**src/rtl/adder_pkg.sv**
```systemverilog
// Purpose: shared constants for the registered ripple-carry adder.
// Latency: n/a (constants only).
// Backpressure: n/a.
package adder_pkg;

  // Operand width; the adder is built for exactly this many bits.
  localparam int ADDER_W = 8;

endpackage : adder_pkg

```
**src/rtl/eight_bit_adder_full_adder.sv**
```systemverilog
// Purpose: single-bit full adder, one stage of the ripple chain.
// Latency: combinational.
// Backpressure: none.
module full_adder (
  input  logic a,
  input  logic b,
  input  logic ci,
  output logic sum,
  output logic co
);

  logic half_sum;

  // Propagate term is shared by the sum and the carry.
  always_comb begin
    half_sum = a ^ b;
    sum      = half_sum ^ ci;
    co       = (a & b) | (ci & half_sum);
  end

endmodule : full_adder

```
**src/rtl/eight_bit_adder.sv**
```systemverilog
// Purpose: 8-bit unsigned adder, ripple-carry, with registered sum and carry-out.
// Latency: 1 cycle, one result per cycle.
// Backpressure: none; a new result is captured on every rising edge.
module eight_bit_adder
  import adder_pkg::*;
(
  input  logic               clk,
  input  logic               rst_n,
  input  logic [ADDER_W-1:0] i1,
  input  logic [ADDER_W-1:0] i2,
  output logic [ADDER_W-1:0] s,
  output logic               cout
);

  // carry[i] feeds stage i; carry[ADDER_W] is the final carry-out.
  logic [ADDER_W:0]   carry;
  logic [ADDER_W-1:0] sum_comb;

  // There is no carry-in, so the chain starts at zero.
  assign carry[0] = 1'b0;

  for (genvar g = 0; g < ADDER_W; g++) begin : g_stage
    full_adder u_fa (
      .a   (i1[g]),
      .b   (i2[g]),
      .ci  (carry[g]),
      .sum (sum_comb[g]),
      .co  (carry[g+1])
    );
  end

  // Capture the ripple result; reset clears the outputs without waiting for a clock.
  always_ff @(posedge clk or negedge rst_n) begin
    if (!rst_n) begin
      s    <= '0;
      cout <= 1'b0;
    end else begin
      s    <= sum_comb;
      cout <= carry[ADDER_W];
    end
  end

endmodule : eight_bit_adder

```
**config.mk**
```make
export PLATFORM = sky130hd
export DESIGN_NAME = eight_bit_adder
export DESIGN_NICKNAME = d
export VERILOG_FILES = /design/src/rtl/adder_pkg.sv /design/src/rtl/eight_bit_adder_full_adder.sv /design/src/rtl/eight_bit_adder.sv
export SDC_FILE = /design/constraint.sdc
export NUM_CORES = 1
export LEC_CHECK = 0
export CAP_MARGIN = 5
export CELL_PAD_IN_SITES_DETAIL_PLACEMENT = 2
export CELL_PAD_IN_SITES_GLOBAL_PLACEMENT = 2
export CORE_MARGIN = 2
export CORE_UTILIZATION = 20
export DETAILED_ROUTE_END_ITERATION = 12
export PLACE_DENSITY = 0.77
export SYNTH_ARGS = -nofsm -noshare
export SYNTH_HDL_FRONTEND = slang
export SYNTH_SLANG_ARGS = --single-unit
```
**constraint.sdc**
```tcl
create_clock -name clk -period 0.8 [get_ports clk]
set_input_delay 0.12 -clock clk [delete_from_list [all_inputs] [get_ports clk]]
set_output_delay 0.12 -clock clk [all_outputs]
set_load 0.01 [all_outputs]
```
==> metrics.log <==
INFO  metric synthesis.area = 397 um2
INFO  metric synthDistinctLibCells = 4
INFO  metric detailedRoute.firstIterationViolations = 0
INFO  metric grt-ovfl-total = 0
INFO  metric ios = 27
INFO  metric design_power_total = 1.27 mW
INFO  metric slowest_delay = 0.42 ns
INFO  metric layout_worst_path_cycle_share = 3.47
INFO  metric synth-edff-count = 0
INFO  metric n_antenna_cell = 0
INFO  metric post_synth_fa_ha_maj_area_fraction = 0.385
INFO  metric setup_slack = -1.98 ns
INFO  metric cts-root-to-sink-buffers = 2
INFO  metric numClockSinks = 9
INFO  metric synthSimpleGateAreaFrac = 0
INFO  metric place_congestion = 0.631
INFO  metric leakagePower = 0.315 nW
INFO  metric violated_checks = setup timing
INFO  metric synth_compound_gate_area_share = 0
INFO  metric final_period_minus_worst_setup_slack = 2.78 ns
INFO  metric power.density_cell_area = 1760 nW/um2
INFO  metric area_delta_synth_final = 81.4%
INFO  metric synth.avg_cell_area = 18.0 um2
INFO  metric setup.worst_path.start_class = primary input
INFO  metric grt_first_pass_wirelength = 1760 um
INFO  metric grt_pass1_vias = 382
INFO  metric net_count_of_the_finished_layout = 80
INFO  metric min_path_type = primary input to register
INFO  metric first_pass_iters = 1
INFO  metric core = 1920 um2
INFO  metric synthCells = 22
INFO  metric timing.setup.tns = -9.03 ns
INFO  metric floorplan.die.height = 48.5 um
INFO  metric die_area = 2360 um2
INFO  metric crit_path_top_delay_cell = fa_2
INFO  metric worst_ir_drop_vdd = 0.757 mV
INFO  metric min_delay_path_depth = 2
INFO  metric placement.setup.worst_slack = -2.68 ns
INFO  metric rows = 16
INFO  metric max_slew.worst_pin.slew = 0.124 ns
INFO  metric yosysTopAreaCellShare = 0.568
INFO  metric crit_top_cell = fa_2
INFO  metric track_usage = 0.109
INFO  metric tritoncts.num_buffers = 3
INFO  metric dr_total_vias = 285
INFO  metric postRouteWirelength = 1080 um
INFO  metric hold_path_startpoint = i1[0]
INFO  metric timing_worst_setup_path_type = primary input to register
INFO  metric critical_path.max_fanout = 1
INFO  metric synth_async_sr_flop_share = 1.00
INFO  metric post-synth-top-count-cell = dfrtp_1
INFO  metric setup_violations = 16
INFO  metric cts_setup_buffers = 0
INFO  metric postSynthRegisterBits = 9
INFO  metric drt-vias-per-instance = 3.56
INFO  metric worst_slew_margin_rel = 0.917
INFO  metric synth-warning-count = 0
INFO  metric cts-root-buf = clkbuf_4
INFO  metric drive_gt1_frac = 0.491
INFO  metric synth_xor_area_frac = 0
INFO  metric synth_area_leaders = dfrtp_1 (57%), fa_1 (35%), inv_1 (4.7%)
INFO  metric die-width = 48.5 um
INFO  metric cp_data_required_time = 1.00 ns
INFO  metric number_of_antenna_violations_at_the_first_check_in_global_routing = 0
INFO  metric finalMaxSlewViolations = 0
INFO  metric grt_start_max_net_pins = 10
INFO  metric synth_top_family_by_area = adder cells
INFO  metric syn_nets = 48
INFO  metric avgRoutedWirePerCell = 13.5 um
INFO  metric post_synth_most_frequent_cells = dfrtp_1 (9), fa_1 (7), inv_1 (5)
INFO  metric timing_hold_violations_final = 0
INFO  metric ys_dominant_reg_cell = dfrtp_1
INFO  metric fmax = 360 MHz
INFO  metric muxShareOfSynthArea = 0
INFO  metric critical_path.endpoint_type = register
INFO  metric rsz0062_at_grt = yes
INFO  metric cts_tree = done
INFO  metric place.port_buffers = 26
INFO  metric worst_endpoint_data_arrival_time = 2.98 ns
INFO  metric worst_hold_path.endpoint = s[0]$_DFF_PN0_
INFO  metric timing.max_cap.violations = 0
INFO  metric yosys.area.top_type = dfrtp_1
INFO  metric drc = 0
INFO  metric cp_cell_sequence = buf_6 -> ha_4 -> fa_2 -> fa_2 -> fa_2 -> fa_2 -> fa_2 -> fa_2 -> inv_2 -> fa_2 -> inv_1
INFO  metric cts.clk_slew.worst_paths = 0.06 ns
INFO  metric postCtsHoldBufs = 0
INFO  metric final.hold.worst_slack = 0.0801 ns
INFO  metric effective_utilization_at_floorplan = 0.206
INFO  metric antenna_left = 0
INFO  metric status = finished with violations
INFO  metric h-tree-depth = 1
INFO  metric sequential_share_of_the_synthesized_area = 0.568
INFO  metric dp_hpwl = 1000 um
==> layer usage <==
layer  vias to the layer above  GRT usage  part of all wire  wire length [um]
li1                        123          -                 -                 -
met1                       133     0.0885              0.32               346
met2                        27      0.201              0.52               561
met3                         2     0.0556              0.14               151
met4                         0     0.0714             0.022                24
met5                         -          0                 0                 0
==> placed cells by master (no fill, tap or decap) <==
master | synthesis | routed
clkbuf_1 | 0 | 1
ha_4 | 0 | 1
buf_2 | 0 | 7
inv_2 | 0 | 2
fa_2 | 0 | 7
clkbuf_2 | 0 | 1
clkdlybuf4s15_1 | 0 | 1
inv_1 | 5 | 3
clkdlybuf4s50_1 | 0 | 13
clkbuf_4 | 0 | 3
dfrtp_1 | 9 | 9
buf_6 | 0 | 4
buf_4 | 0 | 1
==> worst max-delay path by stage <==
stage / start / end / slack, ns
6_report: i2[0] / s[7]$_DFF_PN0_ / -1.98
4_1_cts: i2[0] / s[7]$_DFF_PN0_ / -2.22
2_1_floorplan: i1[0] / s[7]$_DFF_PN0_ / -2.06
5_1_grt: i1[0] / s[7]$_DFF_PN0_ / -2.05
3_3_place_gp: i1[0] / s[7]$_DFF_PN0_ / -2.60
3_5_place_dp: i1[0] / s[7]$_DFF_PN0_ / -2.68
==> registers in the layout, indices dropped and copies added, names as in the netlist <==
name / flops
cout: 1
s: 8
==> kinds of logic (layout without fill, tap and decap cells) <==
logic type / count (synthesis) / count (layout)
buffers and inverters: 5 / 36
adder cells (fa/ha/maj): 8 / 8
flip-flops: 9 / 9
==> power breakdown <==
group | switching (mW) | internal (mW)
combinational | 0.160 | 0.205
sequential | 0.0242 | 0.532
clock | 0.154 | 0.192
total | 0.338 | 0.928
==> critical path, delay by kind of cell <==
kind,cells,cell delay [ns]
adders and majority gates,8,2.65
buffers and inverters,3,0.22
==> final cells by class <==
class	count	area [um2]
fillers	217	1200
repair buffers	27	233
flip-flops and latches	9	225
multi-input cells	8	183
well taps	27	33.8
clock buffers	4	26.3
inverters	5	18.8
==> stage by stage <==
stage                     std cells  cell area (um2)  utilization
after global routing             80              719        0.374
after CTS                        80              716        0.372
final                            80              719        0.374
after detailed placement         76              728        0.379
after global placement           76              728        0.379
after floorplan                  22              427            -
==> repair_timing <==
| item | CTS | global route |
|---|---|---|
| endpoints found under the setup margin | 17 | 16 |
| pin swaps | 8 | 7 |
| resized for setup | 50 | 4 |
Note: power is estimated with default switching activity, not from simulation.
